File: config.mk
export PLATFORM = sky130hd
export DESIGN_NAME = fifo_write_scheduler
export DESIGN_NICKNAME = d
export VERILOG_FILES = /design/src/rtl/fifo_wsched_pkg.sv /design/src/rtl/fifo_write_scheduler_credit_counter.sv /design/src/rtl/fifo_write_scheduler.sv
export SDC_FILE = /design/constraint.sdc
export NUM_CORES = 1
export LEC_CHECK = 0
export ABC_AREA = 1
export CAP_MARGIN = 20
export CORE_ASPECT_RATIO = 1.5
export CORE_MARGIN = 3
export CORE_UTILIZATION = 55
export CTS_BUF_LIST = sky130_fd_sc_hd__clkbuf_2 sky130_fd_sc_hd__clkbuf_4 sky130_fd_sc_hd__clkbuf_8
export DETAILED_ROUTE_END_ITERATION = 8
export PLACE_DENSITY = 0.81
export SYNTH_ARGS = -nofsm -noshare
export SYNTH_HDL_FRONTEND = slang
export SYNTH_SLANG_ARGS = --single-unit
File: constraint.sdc
create_clock -name i_clk -period 2.6 [get_ports i_clk]
set_clock_uncertainty 0.15 [all_clocks]
set_input_delay 0.26 -clock i_clk [delete_from_list [all_inputs] [get_ports i_clk]]
set_output_delay 0.26 -clock i_clk [all_outputs]
set_load 0.1 [all_outputs]
File: src/rtl/fifo_wsched_pkg.sv
// Shared types and helpers for the FIFO write-side scheduler.
package fifo_wsched_pkg;

    typedef enum logic [1:0] {
        IDLE  = 2'd0,
        ISSUE = 2'd1,
        STALL = 2'd2
    } sched_state_t;

    function automatic int CREDIT_W(input int credits);
        return $clog2(credits + 1);
    endfunction

endpackage

File: src/rtl/fifo_write_scheduler_credit_counter.sv
// Saturating FIFO-occupancy credit counter; overflow flags a return while already full.
module credit_counter
    import fifo_wsched_pkg::*;
#(
    parameter int CREDITS = 2
) (
    input  logic                          clk,
    input  logic                          rst,
    input  logic                          inc,
    input  logic                          dec,
    output logic [CREDIT_W(CREDITS)-1:0]  count,
    output logic                          overflow
);
    localparam int W = CREDIT_W(CREDITS);
    localparam logic [W-1:0] MAX = W'(CREDITS);

    assign overflow = inc && !dec && (count == MAX);

    always_ff @(posedge clk or posedge rst) begin
        if (rst) begin
            count <= MAX;
        end else if (inc && !dec && count != MAX) begin
            count <= count + 1'b1;
        end else if (dec && !inc && count != '0) begin
            count <= count - 1'b1;
        end
    end

endmodule

File: src/rtl/fifo_write_scheduler.sv
// Round-robin write scheduler packing thread word requests into FIFO entries.
// Optional multi-thread packing: define FIFO_WSCHED_PACK_EN.
module fifo_write_scheduler
    import fifo_wsched_pkg::*;
#(
    parameter int WORDS   = 2,
    parameter int THREADS = 3,
    parameter int CREDITS = 2
) (
    input  logic                            i_clk,
    input  logic                            i_rst,
    input  logic [THREADS-1:0]              i_req,
    input  logic [THREADS-1:0][WORDS-1:0]   i_req_mask,
    input  logic                            i_credit_return,
    output logic [THREADS-1:0]              o_grant,
    output logic                            o_w_push,
    output logic [WORDS-1:0][THREADS-1:0]   o_w_enables,
    output logic [CREDIT_W(CREDITS)-1:0]    o_credits,
    output logic                            o_err
);
    localparam int PTR_W = (THREADS > 1) ? $clog2(THREADS) : 1;

    sched_state_t                   state, state_next;
    logic [PTR_W-1:0]               rr_ptr, rr_next;
    logic [PTR_W-1:0]               idx, first;
    logic [THREADS-1:0]             grant_p0;
    logic [WORDS-1:0][THREADS-1:0]  en_p0;
    logic                           found, zero_req, credit_ok, issue, overflow;
    int                             t;
`ifdef FIFO_WSCHED_PACK_EN
    logic [WORDS-1:0]               claimed;
`endif

    // A credit returned this cycle may already back this cycle's issue.
    assign credit_ok = (o_credits != '0) || i_credit_return;
    assign issue     = found && credit_ok;

    always_comb begin
        grant_p0 = '0;
        en_p0    = '0;
        first    = '0;
        found    = 1'b0;
        zero_req = 1'b0;
        t        = 0;
        idx      = '0;
`ifdef FIFO_WSCHED_PACK_EN
        claimed  = '0;
`endif
        for (int k = 0; k < THREADS; k++) begin
            t = int'(rr_ptr) + k;
            if (t >= THREADS) t = t - THREADS;
            idx = PTR_W'(t);
            if (i_req[idx] && i_req_mask[idx] == '0) zero_req = 1'b1;
            if (i_req[idx] && !o_grant[idx] && i_req_mask[idx] != '0) begin
`ifdef FIFO_WSCHED_PACK_EN
                if ((i_req_mask[idx] & claimed) == '0) begin
                    claimed = claimed | i_req_mask[idx];
`else
                if (!found) begin
`endif
                    grant_p0[idx] = 1'b1;
                    for (int w = 0; w < WORDS; w++) begin
                        en_p0[w][idx] = i_req_mask[idx][w];
                    end
                    if (!found) first = idx;
                    found = 1'b1;
                end
            end
        end
    end

    always_comb begin
        state_next = IDLE;
        rr_next    = rr_ptr;
        if (issue) begin
            state_next = ISSUE;
            rr_next    = (first == PTR_W'(THREADS - 1)) ? '0 : first + 1'b1;
        end else if (found) begin
            state_next = STALL;
        end
    end

    always_ff @(posedge i_clk or posedge i_rst) begin
        if (i_rst) begin
            state  <= IDLE;
            rr_ptr <= '0;
        end else begin
            state  <= state_next;
            rr_ptr <= rr_next;
        end
    end

    // Frame registered: grant, push and enables appear together one cycle later.
    always_ff @(posedge i_clk or posedge i_rst) begin
        if (i_rst) begin
            o_grant     <= '0;
            o_w_enables <= '0;
            o_err       <= 1'b0;
        end else begin
            o_grant     <= issue ? grant_p0 : '0;
            o_w_enables <= issue ? en_p0 : '0;
            o_err       <= o_err | zero_req | overflow;
        end
    end

    assign o_w_push = (state == ISSUE);

    credit_counter #(
        .CREDITS (CREDITS)
    ) u_credits (
        .clk      (i_clk),
        .rst      (i_rst),
        .inc      (i_credit_return),
        .dec      (issue),
        .count    (o_credits),
        .overflow (overflow)
    );

endmodule
==> run_results.csv <==
group,metric,value,unit
clock_tree,clk_pin_slew,90,ps
synthesis,ys_seq_area_share,26.7,%
synthesis,yosysTopAreaCell,"dfrtp_1",
floorplan,die_area,0.00341,mm²
clock_tree,cts_buffer_depth,2,
floorplan,ios,25,
critical_path,worstSetupStartpointType,"flop",
clock_tree,cts.hold.buffers_added,0,
finish,fin_nets,270,
clock_tree,post_cts_buffers,0,
synthesis,yosys.area.top_type_share,25.0,%
route,drc_errors,0,
placement,gp_congestion,0.931,
route,dr_total_vias,1490,
critical_path,crit_path_frequent_cell,"nand2_1",
floorplan,die-width,48.7,µm
finish,final_common_cell,"nand2_1",
synthesis,netlist_top_cells_area,"dfrtp_1 (25%), nand2_1 (19%), nand3_1 (8.0%), inv_1 (6.7%), nor2_1 (6.5%)",
synthesis,ys_types,27,
route,drt_iter0_drc,55,
grt,grt_pass1_wl,6.09,mm
synthesis,syn_inst,228,
timing,max_slew_margin,60.6,%
critical_path,crit_chain,"inv_1, ha_2, inv_4, nand2_1, nand3_1, nand2_1, nand2_2, nand3_4, inv_4, nor3_1, nand2_1, nand3_1, nand2_1, inv_1",
critical_path,r2r_cells,14,
placement,portBuffers,24,
timing,fmax,418,MHz
critical_path,cp_top_family,"simple AND/OR/NAND/NOR gates",
clock_tree,root_buffer,"clkbuf_4",
min_path,hold_class,"in2async",
timing,slew_viol_final,0,
clock_tree,numCtsBuffers,3,
floorplan,die_h,70.0,µm
timing,timing.setup.tns,0,ps
finish,n_antenna_cell,0,
critical_path,required,2690,ps
route,ant_nets,0,
clock_tree,cts_sinks,16,
clock_tree,cts_tree,"done",
synthesis,synth_area,0.00150,mm²
timing,setup_viol,0,
route,wl_per_cell,12.6,µm
flow_run,drv_cap,0,
critical_path,r2r_end,"o_w_enables[5]",
grt,grt_usage,22.3,%
route,firstDrtPassIters,4,
finish,layout-drive-gt1-share,19.4,%
critical_path,arrival,2480,ps
critical_path,reg2reg_from,"rr_ptr[1]",
clock_tree,h-tree-depth,1,
critical_path,crit_slowest_cell,"dfrtp_1",
timing,rsz0062_at_grt,"false",
finish,area_growth,16.8,%
grt,grt_pass1_vias,1449,
synthesis,yosys_warnings,0,
critical_path,critPathLaunch,"rr_ptr[1]",
floorplan,rows,22,
clock_tree,insertion_delay,290,ps
grt,antenna_found_initial,0,
timing,layout_min_cycle_time,2390,ps
outcome,status,"finished, final reports clean",
placement,place_hpwl,2.89,mm
synthesis,syn_area_per_cell,6.59,µm²
synthesis,syn_nets,244,
critical_path,crit_fanout,11,
finish,fillers,251,
floorplan,core,0.00253,mm²
floorplan,start_util,59.3,%
synthesis,synth_seq_cells,16,
critical_path,cp_num_buf_inv,4,
route,drt_wl_total,3.64,mm
critical_path,crit_type,"reg2reg",
grt,grt-ovfl-total,0,
clock_tree,cts_repair_resize_count,0,
critical_path,cp-end-kind,"flop",
finish,layout_common_cells,"nand2_1 (75), inv_1 (27), nor2_1 (26), nand3_1 (24), buf_4 (17)",
timing,tightest_slew,591,ps
grt,grt_max_degree,17,
timing,hold_viol,0,
critical_path,critPathMaxStageDelay,450,ps
timing,period_share,92.1,%
critical_path,r2r_slack,210,ps
route,via_per_inst,5.16,
## sequential cells by signal, indices dropped and copies added, names as in the netlist
name             count
o_err                1
o_grant              3
o_w_enables          6
rr_ptr               2
state                2
u_credits.count      2
## logic make-up after synthesis
kind of cell	Yosys count	synth area share [%]
flops	16	26.7
fa+ha+maj	4	3.33
compound gates	18	7.58
simple gates	150	48.6
buf+inv	40	13.7
## per-stage QoR
| step | hold slack (ps) | util, % | instances | cell area [µm²] | worst slack, ps |
|---|---|---|---|---|---|
| after detailed placement | 322 | 67.5 | 285 | 1710 | 85.0 |
| after global placement | 326 | 67.5 | 285 | 1710 | 68.7 |
| after global routing | 213 | 69.3 | 289 | 1760 | 48.5 |
| after CTS | 190 | 68.7 | 289 | 1740 | 45.8 |
| after floorplan | 23.0 | - | 228 | 1500 | 446 |
| final | 174 | 69.3 | 289 | 1760 | 205 |
## layer usage
layer / track usage [%] / part of all wire (%) / vias to the layer above
met5: 0 / 0 / -
met1: 24.8 / 41 / 657
met2: 38.3 / 49 / 49
met3: 1.71 / 4.4 / 17
li1: - / - / 767
met4: 18.0 / 5.5 / 0
## worst max path at each step
stage	end	slack [ps]	cells after the start
floorplan	o_w_enables[3]	450	10
global placement	o_w_enables[5]	70	13
detailed placement	o_w_enables[5]	80	13
CTS	o_w_enables[5]	50	13
global route	u_credits.count[1]	50	11
finish	o_w_enables[5]	210	14
## final cells by class
class,count,area [µm²],area share [%]
clock buffer,4,30.0,1.71
inverter,33,131,7.48
multi-input combinational,172,910,51.8
sequential,16,402,22.9
tap,36,45.0,2.57
timing repair buffer,28,238,13.5
## cell usage after synthesis
cell type,n
a21oi_1,2
a21oi_2,1
a21oi_4,1
a221oi_1,1
a31oi_1,1
buf_4,2
buf_6,4
buf_8,1
dfrtp_1,15
dfstp_2,1
ha_1,4
inv_1,27
inv_2,3
inv_4,3
nand2_1,75
nand2_2,6
nand2_4,5
nand3_1,24
nand3_4,3
nand4_1,7
nor2_1,26
nor2_4,1
nor2_8,1
nor3_1,2
o21ai_0,5
o21ai_1,6
o21ai_2,1
Power is left out: the tool's default activity adds up to more than one toggle a clock period on the data nets, which glitch-free logic cannot reach.
